## src/rtl/psdifir_pkg.sv

```systemverilog
// Shared constants and types for the psdifir audio path (filter core and I2S output).
// Latency: n/a (declarations only).
// Backpressure: n/a.
package psdifir_pkg;

  localparam int SAMPLE_W  = 18;
  localparam int SLOT_W    = 32;
  localparam int BCLK_HDIV = 16;

  localparam int POS_W = $clog2(SLOT_W);
  localparam int IDX_W = $clog2(SAMPLE_W);
  localparam int BI_W  = $clog2(2 * SLOT_W);

  typedef logic [SAMPLE_W-1:0] sample_t;

  typedef struct packed {
    sample_t l;
    sample_t r;
  } stereo_t;

  // Serial bit for slot position pos: pos 0 is the I2S delay bit, then MSB first,
  // then zero padding to the end of the slot.
  function automatic logic slot_bit(input sample_t smp, input logic [POS_W-1:0] pos);
    logic [POS_W-1:0] bi;
    bi = POS_W'(SAMPLE_W) - pos;
    if (pos != '0 && pos <= POS_W'(SAMPLE_W)) return smp[bi[IDX_W-1:0]];
    return 1'b0;
  endfunction

endpackage

```

## src/rtl/psdifir_clkdiv.sv

```systemverilog
// Bit clock generator: divides the master clock to bclk and flags each bclk falling edge.
// Latency: bclk toggles on the cycle div_cnt hits terminal count; fall_evt_o is combinational with it.
// Backpressure: none, free running.
module psdifir_clkdiv
  import psdifir_pkg::*;
#(
  parameter int HDIV = BCLK_HDIV
) (
  input  logic clk_i,
  input  logic rst_i,
  output logic bclk_o,
  output logic fall_evt_o
);

  localparam int CW = $clog2(HDIV);

  logic [CW-1:0] div_cnt_q, div_cnt_d;
  logic          bclk_q, bclk_d;
  logic          tc;

  // Half-period counter and bclk toggle at terminal count.
  always_comb begin
    tc        = (div_cnt_q == CW'(HDIV - 1));
    div_cnt_d = tc ? '0 : div_cnt_q + CW'(1);
    bclk_d    = tc ? ~bclk_q : bclk_q;
  end

  // Divider state register.
  always_ff @(posedge clk_i) begin
    if (rst_i) begin
      div_cnt_q <= '0;
      bclk_q    <= 1'b0;
    end else begin
      div_cnt_q <= div_cnt_d;
      bclk_q    <= bclk_d;
    end
  end

  assign bclk_o     = bclk_q;
  assign fall_evt_o = tc & bclk_q;

endmodule

```

## src/rtl/psdifir_i2s_tx.sv

```systemverilog
// I2S transmitter: serialises parallel stereo samples to a DAC, one frame per 2*SLOT_W bclks.
// Latency: a sample pending at a frame load drives its MSB one bclk fall after that load (pos 1).
// Backpressure: none; sample_req paces the source, overrun/underrun record pacing violations.
module psdifir_i2s_tx
  import psdifir_pkg::*;
(
  input  logic                clockext100MHz,
  input  logic                reset,
  input  logic                sample_ready,
  input  logic [SAMPLE_W-1:0] left_in,
  input  logic [SAMPLE_W-1:0] right_in,
  output logic                sample_req,
  output logic                bclk,
  output logic                lrclk,
  output logic                sdata,
  output logic                overrun,
  output logic                underrun
);

  logic fall_evt;

  psdifir_clkdiv #(.HDIV(BCLK_HDIV)) u_clkdiv (
    .clk_i      (clockext100MHz),
    .rst_i      (reset),
    .bclk_o     (bclk),
    .fall_evt_o (fall_evt)
  );

  logic [BI_W-1:0] bit_idx_q, bit_idx_d;
  logic            lrclk_q, lrclk_d;
  logic            sdata_q, sdata_d;
  logic            req_q, req_d;
  logic            ovr_q, ovr_d;
  logic            und_q, und_d;
  stereo_t         pend_q, pend_d;
  logic            pend_vld_q, pend_vld_d;
  stereo_t         frame_q, frame_d;
  logic            load;
  logic [BI_W-1:0] pos_full;

  // Next-state: bit position, serial outputs, sample capture, frame load and flags.
  always_comb begin
    bit_idx_d  = bit_idx_q;
    lrclk_d    = lrclk_q;
    sdata_d    = sdata_q;
    ovr_d      = ovr_q;
    und_d      = und_q;
    pend_d     = pend_q;
    pend_vld_d = pend_vld_q;
    frame_d    = frame_q;
    pos_full   = '0;

    load  = fall_evt && (bit_idx_q == BI_W'(2 * SLOT_W - 1));
    req_d = load;

    if (fall_evt) begin
      bit_idx_d = load ? '0 : bit_idx_q + BI_W'(1);
      lrclk_d   = (bit_idx_d >= BI_W'(SLOT_W));
      pos_full  = lrclk_d ? bit_idx_d - BI_W'(SLOT_W) : bit_idx_d;
      // At a load the new position is 0, so the old frame value is never shown.
      sdata_d   = slot_bit(lrclk_d ? frame_q.r : frame_q.l, pos_full[POS_W-1:0]);
    end

    if (load) begin
      pend_vld_d = 1'b0;
      if (pend_vld_q) frame_d = pend_q;
      else            und_d   = 1'b1;
    end

    // A strobe on the load cycle refills pending after the load took the old value.
    if (sample_ready) begin
      pend_d     = '{l: left_in, r: right_in};
      pend_vld_d = 1'b1;
      if (pend_vld_q && !load) ovr_d = 1'b1;
    end
  end

  // State register with synchronous reset.
  always_ff @(posedge clockext100MHz) begin
    if (reset) begin
      bit_idx_q  <= '0;
      lrclk_q    <= 1'b0;
      sdata_q    <= 1'b0;
      req_q      <= 1'b0;
      ovr_q      <= 1'b0;
      und_q      <= 1'b0;
      pend_q     <= '0;
      pend_vld_q <= 1'b0;
      frame_q    <= '0;
    end else begin
      bit_idx_q  <= bit_idx_d;
      lrclk_q    <= lrclk_d;
      sdata_q    <= sdata_d;
      req_q      <= req_d;
      ovr_q      <= ovr_d;
      und_q      <= und_d;
      pend_q     <= pend_d;
      pend_vld_q <= pend_vld_d;
      frame_q    <= frame_d;
    end
  end

  assign sample_req = req_q;
  assign lrclk      = lrclk_q;
  assign sdata      = sdata_q;
  assign overrun    = ovr_q;
  assign underrun   = und_q;

endmodule

```

## config.mk

```make
export PLATFORM = sky130hd
export DESIGN_NAME = psdifir_i2s_tx
export DESIGN_NICKNAME = d
export VERILOG_FILES = /design/src/rtl/psdifir_pkg.sv /design/src/rtl/psdifir_clkdiv.sv /design/src/rtl/psdifir_i2s_tx.sv
export SDC_FILE = /design/constraint.sdc
export NUM_CORES = 1
export LEC_CHECK = 0
export BUFFER_PORTS_ARGS = -buffer_cell sky130_fd_sc_hd__clkbuf_2
export CAP_MARGIN = 30
export CORE_UTILIZATION = 55
export DETAILED_ROUTE_END_ITERATION = 16
export PLACE_DENSITY_LB_ADDON = 0.15
export SLEW_MARGIN = 30
export SYNTH_ARGS = -nofsm -noshare
export SYNTH_HDL_FRONTEND = slang
export SYNTH_SLANG_ARGS = --single-unit
```

## constraint.sdc

```tcl
create_clock -name clockext100MHz -period 2.45 [get_ports clockext100MHz]
set_input_delay 0.3675 -clock clockext100MHz [delete_from_list [all_inputs] [get_ports clockext100MHz]]
set_output_delay 0.3675 -clock clockext100MHz [all_outputs]
set_load 0.005 [all_outputs]
```

# Yosys cells after proc, flatten, opt, wreduce, memory -nomap -nowiden
# Cells that the tools add are included.
[op_classes]
addsub = 4
order_cmp = 3
eq_ne = 2
mux = 11
bitwise = 3
reduce_logical = 10
[op_table]
columns = ["op", "n"]
rows = [
  ["two-way mux 18 bit", 1],
  ["two-way mux 1 bit", 7],
  ["adder 6 x 1 -> 6 bit, second input constant", 1],
  ["== test 6 bit, second input constant", 1],
  ["greater-or-equal comparator 6 bit, second input constant", 1],
  ["less-than comparator 5 x 6 -> 1 bit, second input constant", 1],
  ["two-way mux 6 bit", 1],
  ["AND reduction 2 bit", 3],
  ["binary-select mux 1 bit (select 5 bit)", 1],
  ["<= comparator 5 bit, second input constant", 1],
  ["two-way mux 5 bit", 1],
  ["nonzero test 5 bit", 1],
  ["subtractor 5 x 1 -> 5 bit, second input constant", 1],
  ["subtractor 5 bit, first input constant", 1],
  ["adder 4 x 1 -> 4 bit, second input constant", 1],
  ["== test 4 bit, second input constant", 1],
  ["logical AND 1 bit", 3],
  ["NOT 1 bit", 2],
  ["nonzero test 2 bit", 1],
  ["OR reduction 2 bit", 1],
  ["AND 1 bit", 1],
  ["zero test 1 bit", 1],
]
[word_totals]
regBits = 89
in_bits = 39
out_inout_bits = 6
elab_cells = 46

# Depth between registers and ports, before layout
# Gate-level depths: netlist of the first run.
[depth]
word_depth = 11
mapped_depth = 10
mapped_depth_nobuf = 9

# Cells and area by module
# Synthesis of the first run repeated with hierarchy kept, for this count alone.
[hier_totals]
hier_cells = 450
area_unflattened_um2 = 3876.2
[by_module_without_submodules]
columns = ["mod", "instances", "cells_per_inst", "area_per_inst_um2", "seq_area_each_um2"]
rows = [
  ["psdifir_i2s_tx", 1, 433, 3684.8, 1681.6],
  ["psdifir_clkdiv", 1, 17, 191.4, 100.1],
]

# Least setup slack after synthesis of the first run
# OpenSTA, ideal clock, no wires.
[synth_path]
path_type = "register -> register"
startpoint = "register bit_idx_q[1]"
endpoint = "register sdata_q, in the netlist sdata"
setup_time_ps = 86
t_arrival_ps = 2020
required_ps = 2364
setup_slack_ps = 345
path_stages_with_launch = 9
n_path_buf = 0
period_less_slack_ps = 2105
cell_sequence = "dfxtp_1 > ha_1 > nand2_1 > o311ai_2 > nand2b_1 > xnor2_1 > a211oi_1 > o211ai_1 > a211oi_1"
[synth_via]
elab_chain_cells = 10
word_cells_on_any_way = 18
cone_classes = "add/sub (3); order compare (2); eq/ne (1); mux (9); reduce/logical (3)"
[synth_lines]
columns = ["item", "line", "text"]
rows = [
  ["from (decl)", "psdifir_i2s_tx.sv:29", "logic [BI_W-1:0] bit_idx_q, bit_idx_d;"],
  ["from (signal assigned)", "psdifir_i2s_tx.sv:91", "bit_idx_q <= bit_idx_d;"],
  ["branches (longest 2 deep; another with adder 6 x 1 -> 6 bit)", "-", ""],
  ["two-way mux 6 bit (*)", "psdifir_i2s_tx.sv:57", "bit_idx_d = load ? '0 : bit_idx_q + BI_W'(1);"],
  ["subtractor 5 x 1 -> 5 bit / greater-or-equal comparator 6 bit (equally long branches)", "psdifir_i2s_tx.sv:59, psdifir_i2s_tx.sv:58", ""],
  ["two-way mux 5 bit", "psdifir_i2s_tx.sv:59", "pos_full = lrclk_d ? bit_idx_d - BI_W'(SLOT_W) : bit_idx_d;"],
  ["subtractor 5 bit (tied with other cells)", "psdifir_pkg.sv:25", "bi = POS_W'(SAMPLE_W) - pos;"],
  ["binary-select mux 1 bit (select 5 bit) / logical AND 1 bit (equally long branches)", "psdifir_pkg.sv:26", "if (pos != '0 && pos <= POS_W'(SAMPLE_W)) return smp[bi[IDX_W-1:0]];"],
  ["two-way mux 1 bit (implied by the code)", "psdifir_pkg.sv:26", ""],
  ["two-way mux 1 bit, on equally long branches", "psdifir_pkg.sv:26, psdifir_i2s_tx.sv:56", ""],
  ["two-way mux 1 bit (*)", "psdifir_pkg.sv:27", "return 1'b0;"],
  ["to (signal assigned)", "psdifir_i2s_tx.sv:93", "sdata_q <= sdata_d;"],
  ["to (decl)", "psdifir_i2s_tx.sv:31", "logic sdata_q, sdata_d;"],
]
# Mark *: on every way between the ends. The select of a mux whose other input is x is not followed.
# A chain may end at the register's enable or synchronous reset.

# Final worst setup path of the first run
[layout_path]
startpoint = "register u_clkdiv.div_cnt_q[1]"
endpoint = "register sdata_q, in the netlist sdata"
[layout_via]
elab_chain_cells = 11
word_cells_on_any_way = 18
cone_classes = "add/sub (2); order compare (2); eq/ne (1); mux (9); bitwise (1); reduce/logical (3)"
[layout_lines]
columns = ["item", "line", "text"]
rows = [
  ["from (decl)", "psdifir_clkdiv.sv:17", "logic [CW-1:0] div_cnt_q, div_cnt_d;"],
  ["from (signal assigned)", "psdifir_clkdiv.sv:34", "div_cnt_q <= div_cnt_d;"],
  ["== test 4 bit (*)", "psdifir_clkdiv.sv:23", "tc = (div_cnt_q == CW'(HDIV - 1));"],
  ["AND 1 bit (*)", "psdifir_clkdiv.sv:40", "assign fall_evt_o = tc & bclk_q;"],
  ["logical AND 1 bit", "psdifir_i2s_tx.sv:53", "load = fall_evt && (bit_idx_q == BI_W'(2 * SLOT_W - 1));"],
  ["two-way mux 6 bit", "psdifir_i2s_tx.sv:57", ""],
  ["subtractor 5 x 1 -> 5 bit / greater-or-equal comparator 6 bit (equally long branches)", "psdifir_i2s_tx.sv:59, psdifir_i2s_tx.sv:58", ""],
  ["two-way mux 5 bit", "psdifir_i2s_tx.sv:59", ""],
  ["subtractor 5 bit (tied with other cells)", "psdifir_pkg.sv:25", ""],
  ["binary-select mux 1 bit (select 5 bit) / logical AND 1 bit (equally long branches)", "psdifir_pkg.sv:26", ""],
  ["two-way mux 1 bit (implied by the code)", "psdifir_pkg.sv:26", ""],
  ["two-way mux 1 bit, on equally long branches", "psdifir_pkg.sv:26, psdifir_i2s_tx.sv:56", ""],
  ["two-way mux 1 bit", "psdifir_pkg.sv:27", ""],
]
# Mark *: on every way between the ends. The rest lies on a longest branch, timed or not. The select of a mux whose other input is x is not followed.

==> flow_summary.yaml, run 1 <==
yosys:
  synth_seq_area_share_pct: 42.7
  ys_seq_elements: 89
  synth_edf_count: 0
  ys.warnings.count: 0
  ys_types: 58
  synthCells: 487
  synthFlopType: "dfxtp_1"
  synth-async-reset-ratio_pct: 0
  syn_nets: 530
  synth.avg_cell_area_um2: 8.56
  synth.cell_area_um2: 4170
global_routing:
  grt_pass1_vias: 3294
  antenna_found_initial: 0
  overflow: 0
  grt_first_pass_wirelength_um: 15800
  grt_max_degree: 52
  grt_use_total_pct: 25.9
sta:
  setup_viol: 0
  max_freq_mhz: 441
  drv_slew: 0
  fin_tns_setup_ns: 0
  period_minus_slack_ns: 2.27
  slew_headroom_pct: 55.7
  period_share_pct: 92.5
  fin_ws_ns: 0.184
  fin_skew_ns: 0.00984
  rsz0062_at_grt: "false"
  worstMarginPinSlew_ns: 0.665
  finalHoldViolCount: 0
route:
  drt_iter0_drc: 176
  via_per_inst: 5.56
  wire_per_inst_um: 15.1
  ant_nets: 0
  totalWireLength_um: 9640
  drcViolationCount: 0
  firstDrtPassIters: 5
  vias: 3547
hold_path:
  worstHoldEndpoint: "pend_q[35]"
  min_path_type: "in -> reg"
  worstHoldStart: "left_in[17]"
  worst_hold_path.num_cells: 3
critical_path:
  rr_endpoint: "sdata"
  startpoint_type: "flip-flop"
  worstSetupPathType: "reg -> reg"
  worstPathRequired_ns: 2.70
  cp_max_fo: 4
  cp.arrival_ns: 2.52
  crit_top_cell: "a211oi_1"
  slowest_stage: "dfxtp_1"
  r2r_cells: 9
  slowest_delay_ns: 0.37
  crit_chain: "ha_2 > nand4_4 > buf_4 > nor3_2 > o21ai_0 > o32ai_2 > nor4bb_2 > a211oi_1 > a211oi_1"
  crit_family: "compound AO/OA/AOI/OAI gates"
  r2r_start: "u_clkdiv.div_cnt_q[1]"
  r2r_slack_ns: 0.18
  endpoint_kind: "flip-flop"
  crit_buf_inv: 1
final_layout:
  num_antenna_cells: 0
  drive_gt1_share_pct: 21.7
  layout_commonest_cell: "nand2_1"
  layout_common_cells: "nand2_1 (86), dfxtp_1 (85), nor2_1 (57)"
  area_growth_pct: 16.5
  nNetsFinal: 577
clock_network:
  clock_sinks: 89
  cts_tree: "done"
  clkTransAtPathRegs_ns: 0.10
  cts_made_buffers: 9
  clockBufferDepth: 2
  cts_hold_buf: 0
  cts_htree_levels: 3
  cts_root_buffer: "clkbuf_8"
  clock_latency_ns: 0.36
floorplan:
  rows: 31
  start_util_pct: 57.2
  die-area_um2: 7930
  die_h_um: 89.1
  die_width_um: 89.1
  ioPinCount: 45
  core-area_um2: 7290
run_status:
  outcome: "completed"
placement:
  hpwl_um: 6920
  gp_congestion: 0.939
  port_buffers: 44
  dp_slack_ns: 0.0658
pwr:
  power.density_nw_per_um2: 542
  vdd_ir_drop_max_mv: 0.511
  p_leak_nw: 1.94
job:
  maxCapViolations: 0
-- worst min-delay path: stages --
cell,delay (ns)
clkbuf_2,0.07
mux2i_1,0.05
nor2_1,0.07
-- cell usage after synthesis (3+ instances only) --
master	instances	area [µm²]
a211o_1	3	26.3
a211oi_1	8	60.1
nor3b_1	3	22.5
mux2i_1	40	400
xor2_1	3	26.3
nand2_1	87	327
inv_1	8	30.0
ha_1	4	50.1
a31oi_1	4	25.0
xnor2_1	6	52.6
clkbuf_1	17	63.8
buf_1	3	11.3
and3_1	9	56.3
buf_6	4	45.0
mux2_2	5	56.3
o211ai_1	7	52.6
o21ai_0	9	45.0
dfxtp_1	89	1780
nand3_1	6	30.0
nor2_1	57	214
buf_2	11	55.1
nor3_1	5	25.0
a21boi_0	5	37.5
a21oi_1	50	250
and2_1	3	18.8
-- sequential cells by signal (all words and copies together), names as in the netlist, 4 cells and up --
signal and count:
bit_idx_q 6, frame_q 36, pend_q 36, u_clkdiv.div_cnt_q 4
-- per-layer routing --
metal	track usage [%]	wire, µm	up-vias
met5	0	0	-
met4	10.5	159	0
met3	5.08	397	16
met2	40.3	4410	76
met1	35.3	4670	1675
li1	-	-	1780
-- report_power, final --
group,switching (W),internal [W]
clock,0.000561,0.000419
sequential,0.0000249,0.00149
combinational,0.0000712,0.0000707
-- final cells by class --
cell class | instances | area (µm²)
clock buffer | 10 | 138
clock inverter | 6 | 56.3
fill | 670 | 2430
inverter | 8 | 30.0
multi-input combinational | 354 | 2260
sequential | 89 | 1790
tap | 99 | 124
timing repair buffer | 72 | 468
-- worst max-delay path by stage --
| stage | start | to | slack (ns) | depth (start not counted) |
|---|---|---|---|---|
| floorplan | bit_idx_q[1] | sdata | 0.34 | 8 |
| global placement | u_clkdiv.div_cnt_q[0] | sdata | 0.07 | 9 |
| detailed placement | u_clkdiv.div_cnt_q[0] | sdata | 0.07 | 9 |
| CTS | u_clkdiv.div_cnt_q[0] | sdata | 0.02 | 9 |
| global route | bit_idx_q[0] | sdata | 0.02 | 8 |
| finish | u_clkdiv.div_cnt_q[1] | sdata | 0.18 | 9 |
-- what timing repair did --
item | in CTS | in global routing
buffers inserted | 0 | 2
gates resized for setup | 0 | 18
setup endpoints to repair | 0 | 1
-- cells by family (layout without fill, tap and decap cells) --
| family | Yosys count | count (layout) | synth area share, % |
|---|---|---|---|
| XOR/XNOR | 9 | 9 | 1.89 |
| AND/OR/NAND/NOR | 185 | 185 | 19.6 |
| flip-flops | 89 | 89 | 42.7 |
| buffers and inverters | 44 | 96 | 5.10 |
| multiplexers | 46 | 46 | 11.5 |
| AO/OA/AOI/OAI | 110 | 110 | 18.0 |
| adder cells (fa/ha/maj) | 4 | 4 | 1.20 |
-- metrics by stage --
| stage | total power [W] | instance area (µm²) | std cells | utilization, % | hold WS (ns) |
|---|---|---|---|---|---|
| floorplan | 0.00163 | 4170 | 487 | - | 0.431 |
| global placement | 0.00168 | 4560 | 620 | 62.6 | 0.440 |
| detailed placement | 0.00169 | 4560 | 620 | 62.6 | 0.445 |
| CTS | 0.00266 | 4760 | 636 | 65.3 | 0.224 |
| global route | 0.00274 | 4860 | 638 | 66.6 | 0.228 |
| finish | 0.00263 | 4860 | 638 | 66.6 | 0.237 |
Power figures use the tool's default switching activity.
==> run 2, diff against run 1 <==
--- a/config.mk
+++ b/config.mk
@@ -5,10 +5,10 @@
 export SDC_FILE = /design/constraint.sdc
 export NUM_CORES = 1
 export LEC_CHECK = 0
-export BUFFER_PORTS_ARGS = -buffer_cell sky130_fd_sc_hd__clkbuf_2
 export CAP_MARGIN = 30
 export CORE_UTILIZATION = 55
 export DETAILED_ROUTE_END_ITERATION = 16
+export DONT_BUFFER_PORTS = 1
 export PLACE_DENSITY_LB_ADDON = 0.15
 export SLEW_MARGIN = 30
 export SYNTH_ARGS = -nofsm -noshare
==> constraint.sdc (replaced) <==
create_clock -name clockext100MHz -period 2.45 [get_ports clockext100MHz]
set_input_delay 0.49 -clock clockext100MHz [delete_from_list [all_inputs] [get_ports clockext100MHz]]
set_output_delay 0.49 -clock clockext100MHz [all_outputs]
set_load 0.005 [all_outputs]
==> flow_summary.yaml, run 2 (synthesized netlist as in run 1, its figures left out) <==
run_status:
  outcome: "completed"
sta:
  setup_viol: 0
  period_share_pct: 95.9
  slew_headroom_pct: 70.9
  max_freq_mhz: 426
  finalHoldViolCount: 0
  worstMarginPinSlew_ns: 0.435
  drv_slew: 0
  period_minus_slack_ns: 2.35
  fin_skew_ns: 0.0107
pwr:
  p_total_w: 0.00258
  p_sw_w: 0.000580
  p_comb_share_pct: 2.7
  seq_power_share_pct: 58.6
  p_leak_nw: 1.80
  power_switching_share_pct: 22.5
  p_clk_share_pct: 38.7
  vdd_ir_drop_max_mv: 0.398
  power.density_nw_per_um2: 551
  p_int_w: 0.00200
critical_path:
  startpoint: "bit_idx_q[0]"
  r2r_cells: 8
  worstSetupPathType: "reg -> reg"
  cp.arrival_ns: 2.62
  r2r_start: "bit_idx_q[0]"
  worstPathRequired_ns: 2.72
  crit_path_end: "sdata"
  crit_chain: "ha_1 > and2_2 > a211oi_4 > nand2_1 > a31oi_1 > nor4bb_2 > a211oi_1 > a211oi_1"
  cp_max_fo: 8
  endpoint_kind: "flip-flop"
  rr_endpoint: "sdata"
  slowest_delay_ns: 0.43
  crit_buf_inv: 0
  startpoint_type: "flip-flop"
  r2r_slack_ns: 0.10
  slowest_stage: "a211oi_4"
  crit_family: "compound AO/OA/AOI/OAI gates"
  worst-path-stages: 8
  crit_top_cell: "a211oi_1"
floorplan:
  core-area_um2: 7290
  rows: 31
  die_h_um: 89.1
  start_util_pct: 57.2
  die-area_um2: 7930
  die_width_um: 89.1
  ioPinCount: 45
global_routing:
  grt_max_degree: 90
  grt_first_pass_wirelength_um: 15300
  grt_pass1_vias: 3081
  overflow: 0
  grt_use_total_pct: 25.7
  antenna_found_initial: 0
clock_network:
  clock_latency_ns: 0.35
  clock_sinks: 89
  cts_root_buffer: "clkbuf_8"
  clockBufferDepth: 2
  cts_made_buffers: 9
  cts_tree: "done"
  clkTransAtPathRegs_ns: 0.09
  cts_htree_levels: 3
hold_path:
  min_path_type: "in -> reg"
route:
  firstDrtPassIters: 4
  wire_per_inst_um: 16.4
  totalWireLength_um: 9830
  drt_iter0_drc: 159
  drcViolationCount: 0
  ant_nets: 0
  vias: 3404
  via_per_inst: 5.66
placement:
  placed_area_um2: 4380
  dp.cells: 584
  port_buffers: 0
  gp_congestion: 0.913
  hpwl_um: 7090
final_layout:
  layout_common_cells: "nand2_1 (86), dfxtp_1 (86), nor2_1 (57)"
  num_antenna_cells: 0
  area_growth_pct: 12.4
  nNetsFinal: 541
  final_area_um2: 4690
  biggestRegsByFlops: "frame_q (36), pend_q (36), bit_idx_q (6)"
  fin_cells: 601
  drive_gt1_share_pct: 15.7
job:
  maxCapViolations: 0
[run 2: cell count changes in the layout (fill, tap and decap cells not counted), moves of 2 or more]
cell      previous run  this run
buf_12               3         1
clkbuf_2            44         0
buf_4               25        35
inv_8                2         0
[run 2: how the worst min path moves through the flow]
stage / from / end / slack [ns] / cells after the start
floorplan: pend_q[13] / frame_q[13] / 0.43 / 2
global placement: pend_q[32] / frame_q[32] / 0.43 / 2
detailed placement: pend_q[28] / frame_q[28] / 0.44 / 2
CTS: reset / frame_q[28] / 0.18 / 1
global route: reset / pend_q[20] / 0.17 / 1
finish: reset / frame_q[32] / 0.20 / 1
[run 2: power groups by stage]
stage | Sequential [W] | Clock (W) | Combinational [W]
detailed placement | 0.00155 | 0 | 0.0000680
global placement | 0.00154 | 0 | 0.0000639
floorplan | 0.00154 | 0 | 0.0000921
global route | 0.00152 | 0.00108 | 0.0000796
CTS | 0.00151 | 0.00104 | 0.0000690
finish | 0.00151 | 0.00100 | 0.0000696
[run 2: layout make-up]
class                   instances  area [µm²]
multi-input cells             354        2270
clock buffers                   9         124
flip-flops and latches         89        1790
well taps                      99         124
inverters                       8        30.0
fillers                       702        2610
clock inverters                 6        67.6
repair buffers                 36         283
[run 2: stage by stage]
step           util, %  hold slack, ns  worst slack [ns]  TNS (ns)
3_3_place_gp      60.1           0.433            0.0382         0
5_1_grt           64.3           0.171           -0.0378   -0.0378
4_1_cts           62.8           0.179           0.00891         0
3_5_place_dp      60.1           0.437          -0.00216  -0.00216
6_report          64.3           0.200             0.101         0
2_1_floorplan        -           0.431             0.345         0
[run 2: routing by layer]
layer	share of wire, %	GRT usage, %	vias up
li1	-	-	1720
met1	48	34.5	1594
met2	46	40.6	72
met3	3.6	5.45	18
met4	2.1	10.4	0
met5	0	0	-
[run 2: repair_timing]
item | in CTS | in global routing
pin swaps | 0 | 5
setup buffers | 0 | 2
resized for setup | 1 | 19
endpoints found under the hold margin | 0 | 0
endpoints found under the setup margin | 1 | 1
hold buffers | 0 | 0
